[config.mk]
export PLATFORM = sky130hd
export DESIGN_NAME = voice_allocator
export DESIGN_NICKNAME = d
export VERILOG_FILES = /design/src/rtl/voice_allocator.sv
export SDC_FILE = /design/constraint.sdc
export NUM_CORES = 1
export LEC_CHECK = 0
export ABC_AREA = 1
export CORE_ASPECT_RATIO = 1.25
export CORE_MARGIN = 2
export CORE_UTILIZATION = 48
export CTS_BUF_LIST = sky130_fd_sc_hd__clkbuf_4 sky130_fd_sc_hd__clkbuf_8 sky130_fd_sc_hd__clkbuf_16
export CTS_CLUSTER_SIZE = 28
export DETAILED_ROUTE_END_ITERATION = 6
export GPL_TIMING_DRIVEN = 0
export PLACE_DENSITY = 0.77
export SYNTH_ARGS = -nofsm -noshare
export SYNTH_HDL_FRONTEND = slang
export SYNTH_SLANG_ARGS = --single-unit
[constraint.sdc]
create_clock -name clk -period 6 [get_ports clk]
set_clock_uncertainty 0.05 [all_clocks]
set_input_delay 1.2 -clock clk [delete_from_list [all_inputs] [get_ports clk]]
set_output_delay 1.2 -clock clk [all_outputs]
set_load 0.05 [all_outputs]
[src/rtl/voice_allocator.sv]
// Voice allocator: pops note commands from a write FIFO and assigns them to tone voices
// with retrigger / free-voice / oldest-voice-steal priority, one command every three cycles.
module voice_allocator #(
  parameter int NUM_VOICES = 4,
  parameter int AGE_W      = 8
) (
  input  logic                       clk,
  input  logic                       rst,
  input  logic [31:0]                cmd_data,
  input  logic                       cmd_empty,
  output logic                       cmd_rden,
  output logic [NUM_VOICES*23-1:0]   voice_period,
  output logic [NUM_VOICES-1:0]      voice_gate,
  output logic [NUM_VOICES-1:0]      voice_on,
  output logic [NUM_VOICES-1:0]      voice_off,
  output logic [7:0]                 steal_count,
  output logic                       busy,
  output logic [1:0]                 state_dbg
);

  localparam int IDX_W = (NUM_VOICES > 1) ? $clog2(NUM_VOICES) : 1;
  localparam logic [AGE_W-1:0] AGE_MAX = '1;

  typedef enum logic [1:0] {
    ST_IDLE  = 2'd0,
    ST_LATCH = 2'd1,
    ST_APPLY = 2'd2
  } state_t;

  state_t                  state;
  logic [22:0]             period  [NUM_VOICES];
  logic [6:0]              note_id [NUM_VOICES];
  logic [AGE_W-1:0]        age     [NUM_VOICES];
  logic [NUM_VOICES-1:0]   gate;
  logic [NUM_VOICES-1:0]   on_q;
  logic [NUM_VOICES-1:0]   off_q;

  // FIFO handshake: cmd_rden is a read strobe raised only in IDLE while the FIFO is
  // non-empty; the word it pops is presented on cmd_data one cycle later (in LATCH).
  assign cmd_rden  = ~rst & (state == ST_IDLE) & ~cmd_empty;
  assign busy      = ~rst & ((state != ST_IDLE) | cmd_rden);
  assign state_dbg = state;

  // Command decode straight off cmd_data; it is only consumed on the LATCH edge.
  logic [1:0]  op;
  logic [6:0]  cmd_note;
  logic [22:0] cmd_period;
  logic        is_on;
  logic        is_off;
  logic        is_alloff;

  assign op         = cmd_data[31:30];
  assign cmd_note   = cmd_data[29:23];
  assign cmd_period = cmd_data[22:0];
  assign is_on      = (op == 2'b01) && (cmd_period != 23'd0);
  assign is_off     = (op == 2'b00) || ((op == 2'b01) && (cmd_period == 23'd0));
  assign is_alloff  = (op == 2'b10);

  logic [NUM_VOICES-1:0] match;
  logic                  hit_found;
  logic                  free_found;
  logic [IDX_W-1:0]      hit_idx;
  logic [IDX_W-1:0]      free_idx;
  logic [IDX_W-1:0]      old_idx;
  logic [AGE_W-1:0]      old_age;
  logic [IDX_W-1:0]      sel_idx;
  logic                  steal;

  always_comb begin
    match      = '0;
    hit_found  = 1'b0;
    free_found = 1'b0;
    hit_idx    = '0;
    free_idx   = '0;
    old_idx    = '0;
    old_age    = age[0];
    for (int v = 0; v < NUM_VOICES; v++) begin
      match[v] = gate[v] && (note_id[v] == cmd_note);
      if (match[v] && !hit_found) begin
        hit_found = 1'b1;
        hit_idx   = IDX_W'(v);
      end
      if (!gate[v] && !free_found) begin
        free_found = 1'b1;
        free_idx   = IDX_W'(v);
      end
    end
    // Strict compare keeps the lowest index on age ties; only used when every voice is gated.
    for (int v = 1; v < NUM_VOICES; v++) begin
      if (age[v] > old_age) begin
        old_age = age[v];
        old_idx = IDX_W'(v);
      end
    end
    steal   = !hit_found && !free_found;
    sel_idx = hit_found ? hit_idx : (free_found ? free_idx : old_idx);
  end

  // Voice state and pulses are registered on the LATCH->APPLY edge so they appear in APPLY.
  always_ff @(posedge clk) begin
    if (rst) begin
      state       <= ST_IDLE;
      gate        <= '0;
      on_q        <= '0;
      off_q       <= '0;
      steal_count <= 8'd0;
      for (int v = 0; v < NUM_VOICES; v++) begin
        period[v]  <= 23'd0;
        note_id[v] <= 7'd0;
        age[v]     <= '0;
      end
    end else begin
      on_q  <= '0;
      off_q <= '0;
      unique case (state)
        ST_IDLE: begin
          if (!cmd_empty) state <= ST_LATCH;
        end
        ST_LATCH: begin
          state <= ST_APPLY;
          if (is_on) begin
            for (int v = 0; v < NUM_VOICES; v++) begin
              if (IDX_W'(v) == sel_idx) begin
                period[v]  <= cmd_period;
                note_id[v] <= cmd_note;
                gate[v]    <= 1'b1;
                age[v]     <= '0;
                on_q[v]    <= 1'b1;
                off_q[v]   <= steal;
              end else if (gate[v] && (age[v] != AGE_MAX)) begin
                age[v] <= age[v] + 1'b1;
              end
            end
            if (steal && (steal_count != 8'hFF)) steal_count <= steal_count + 8'd1;
          end else if (is_off) begin
            gate  <= gate & ~match;
            off_q <= match;
          end else if (is_alloff) begin
            gate  <= '0;
            off_q <= gate;
          end
        end
        ST_APPLY: begin
          state <= ST_IDLE;
        end
        default: begin
          state <= ST_IDLE;
        end
      endcase
    end
  end

  // Pulses are suppressed while rst is high so a command caught by reset in APPLY emits nothing.
  assign voice_gate = gate;
  assign voice_on   = on_q & {NUM_VOICES{~rst}};
  assign voice_off  = off_q & {NUM_VOICES{~rst}};

  always_comb begin
    voice_period = '0;
    for (int v = 0; v < NUM_VOICES; v++) begin
      voice_period[23*v +: 23] = period[v];
    end
  end

endmodule

==> results.json <==
{
  "synth-simple-area-share_pct": 19.63,
  "drive_above_1_share_pct": 9.415,
  "use_met1_pct": 24.24,
  "max-clock-path-buffers": 2,
  "synth_edf_count": 152,
  "synth_warnings": 0,
  "syn-cell-area_um2": 8428,
  "critical_path.startpoint": "age[1][7]",
  "start_kind": "flip-flop",
  "total_power_mw": 2.926,
  "crit_family": "simple AND/OR/NAND/NOR gates",
  "io_pins": 151,
  "dp.cells": 1199,
  "synth_mux_area_share_pct": 0,
  "rows": 54,
  "drt-total-wl_mm": 20.56,
  "r2r_slack_ns": 0.60,
  "syn_to_final_growth_pct": 29.08,
  "grt_pass1_vias": 6255,
  "grt_busiest_layer": "met2",
  "dr.pass1.iters": 6,
  "path_buf_inv": 3,
  "status": "completed",
  "hold_violations": 0,
  "p_leak_nw": 4.397,
  "worstSetupPathType": "flip-flop to flip-flop",
  "htree_num_levels": 4,
  "yosys.cell_count.top_type": "nor2_1",
  "io_buffers": 142,
  "relSlewSlack_pct": 43.91,
  "arrival_ns": 5.40,
  "routabilityCongestion": 0.9527,
  "cts_tree": "yes",
  "place_ws_ns": -0.1338,
  "yosysSeqAreaShare_pct": 59.38,
  "place_area_um2": 10200,
  "slew_violations": 0,
  "critPathCaptureType": "flip-flop",
  "critical_path_peak_fanout": 10,
  "die_w_um": 122.5,
  "grtUsageMet3_pct": 10.07,
  "rsz0062_at_grt": "no",
  "drv_cap": 0,
  "overflow": 0,
  "fin_nets": 1060,
  "hold_slack_ns": 0.4732,
  "synthTopCellsByArea": "edfxtp_1, nor2_1, nand2_1, dfxtp_1, ha_1",
  "drc": 0,
  "synth_nets": 895,
  "ys.flop_type": "edfxtp_1",
  "timing.setup.tns_ns": 0,
  "dr.first_iter.drc_count": 340,
  "cpPeakStageDelay_ns": 0.46,
  "netlist_top_cells_count": "nor2_1, edfxtp_1, nand2_1",
  "ys_async_sr_fraction_pct": 0,
  "r2r_end": "age[2][6]",
  "clock_latency_ns": 0.43,
  "ys_ff_latch": 174,
  "grt_use_total_pct": 22.68,
  "synth_top_area_share_pct": 54.16,
  "cp_common_cell": "nand2_1",
  "instances_no_fill": 1233,
  "worstPathRequired_ns": 6.00,
  "grt_pass1_wl_mm": 32.37,
  "period_share_pct": 90.05,
  "slowest_stage": "edfxtp_1",
  "r2r_start": "age[1][7]",
  "coreArea_um2": 17360,
  "hold_class": "flip-flop to flip-flop",
  "worst_slew_pin_slew_ns": 0.8413,
  "cts_root_buffer": "clkbuf_16",
  "die-area_um2": 18640,
  "route.vias.total": 6276,
  "use_met2_pct": 40.03,
  "drt-wirelength-per-cell_um": 16.68,
  "vias_per_cell": 5.090,
  "setup_violations": 0,
  "postCtsHoldBufs": 0,
  "synth_top_family_by_area": "simple AND/OR/NAND/NOR gates",
  "dpl.hpwl_mm": 14.93,
  "whs_path_depth": 2,
  "antenna_found_initial": 0,
  "synth_compound_area_share_pct": 4.157,
  "die_height_um": 152.2,
  "utilization_pct": 62.65,
  "final_area_um2": 10880,
  "start_util_pct": 48.54,
  "syn_inst": 831,
  "synthAdderAreaFrac_pct": 4.305,
  "irDropWorstVdd_v": 0.0002133,
  "n_antenna_cell": 0,
  "clock_sinks": 174,
  "fmax_mhz": 185.1,
  "layout_setup_ws_ns": 0.5972,
  "reg2reg_depth": 30,
  "p_per_area_nw_per_um2": 269.0,
  "syn_area_per_cell_um2": 10.14,
  "synth_top_area_cell": "edfxtp_1",
  "synth_xor_area_share_pct": 5.404,
  "synth_cell_types": 36,
  "cp.depth": 30,
  "fin_crit_ns": 5.403,
  "cts.clk_slew.worst_paths_ns": 0.07,
  "cts_buffers": 17,
  "grt_max_degree": 31,
  "ant_nets": 0,
  "crit_path_end": "age[2][6]"
}
sequential cells by signal, indices dropped and copies added, names as in the netlist:
register     count
period          92
age             32
note_id         28
voice_gate       4
state_dbg        2
off_q            4
on_q             4
steal_count      8
cells in the final DEF (no fill, tap or decap), types with 3 or more instances in the layout:
cell / netlist / final
nand2_4: 1 / 3
nor2_1: 189 / 189
inv_6: 0 / 4
clkdlybuf4s50_1: 0 / 142
xor2_1: 21 / 21
nand3_1: 24 / 22
nand3_2: 7 / 9
nor4_1: 3 / 3
inv_1: 95 / 95
o21ai_0: 24 / 22
nor3_1: 7 / 7
nor3b_1: 3 / 3
buf_2: 3 / 3
clkbuf_1: 5 / 4
clkbuf_16: 0 / 17
edfxtp_1: 152 / 152
a21oi_1: 30 / 30
nand2_1: 119 / 117
buf_6: 16 / 16
xnor2_1: 31 / 31
nor2_2: 7 / 7
dfxtp_1: 22 / 22
nand4_1: 11 / 11
inv_8: 0 / 5
nand2_2: 5 / 5
ha_1: 29 / 29
inv_2: 8 / 8
worst min-delay path by stage:
stage / from / end / slack (ns)
5_1_grt: steal_count[6] / steal_count[6] / 0.49
6_report: steal_count[6] / steal_count[6] / 0.47
3_5_place_dp: steal_count[7] / steal_count[7] / 0.46
3_3_place_gp: steal_count[6] / steal_count[6] / 0.44
4_1_cts: steal_count[7] / steal_count[7] / 0.47
2_1_floorplan: age[2][0] / age[2][0] / 0.54
cell type report:
type / instances / area (µm²)
fillers: 1342 / 6485
inverters: 103 / 386.6
repair buffers: 146 / 1496
plain buffers: 24 / 215.2
multi-input cells: 530 / 2870
clock buffers: 18 / 432.9
well taps: 224 / 280.3
clock inverters: 14 / 192.7
flip-flops and latches: 174 / 5005
where the power goes:
group | internal, mW | switching (mW) | total [mW]
Clock | 0.646 | 0.519 | 1.17
Sequential | 1.35 | 0.0253 | 1.38
Combinational | 0.129 | 0.254 | 0.383
Total | 2.13 | 0.798 | 2.93
cells by family after synthesis:
group / count (synthesis)
AOI/OAI and AO/OA: 65
and+or+nand+nor: 384
adders and majority gates: 29
buffers and inverters: 127
DFF: 174
xor gates and xnor gates: 52
worst min-delay path: cells and delay by family, from the launching register on:
family	cells	cell delay [ns]
AOI/OAI and AO/OA	1	0.06
DFF	1	0.35
and+or+nand+nor	1	0.08
layer usage:
| metal | up-vias | share of wire, % | wire, µm |
|---|---|---|---|
| li1 | 3052 | - | - |
| met1 | 2973 | 36 | 7352 |
| met2 | 218 | 53 | 10810 |
| met3 | 33 | 10 | 2059 |
| met4 | 0 | 1.7 | 340 |
| met5 | - | 0 | 0 |
repair_timing:
action	in CTS	in global routing
setup endpoints to repair	60	144
pin swaps	0	1
hold endpoints to repair	0	0
setup buffers	0	2
resized for setup	2	6
gates cloned	0	0
(Power assumes the default switching activity.)
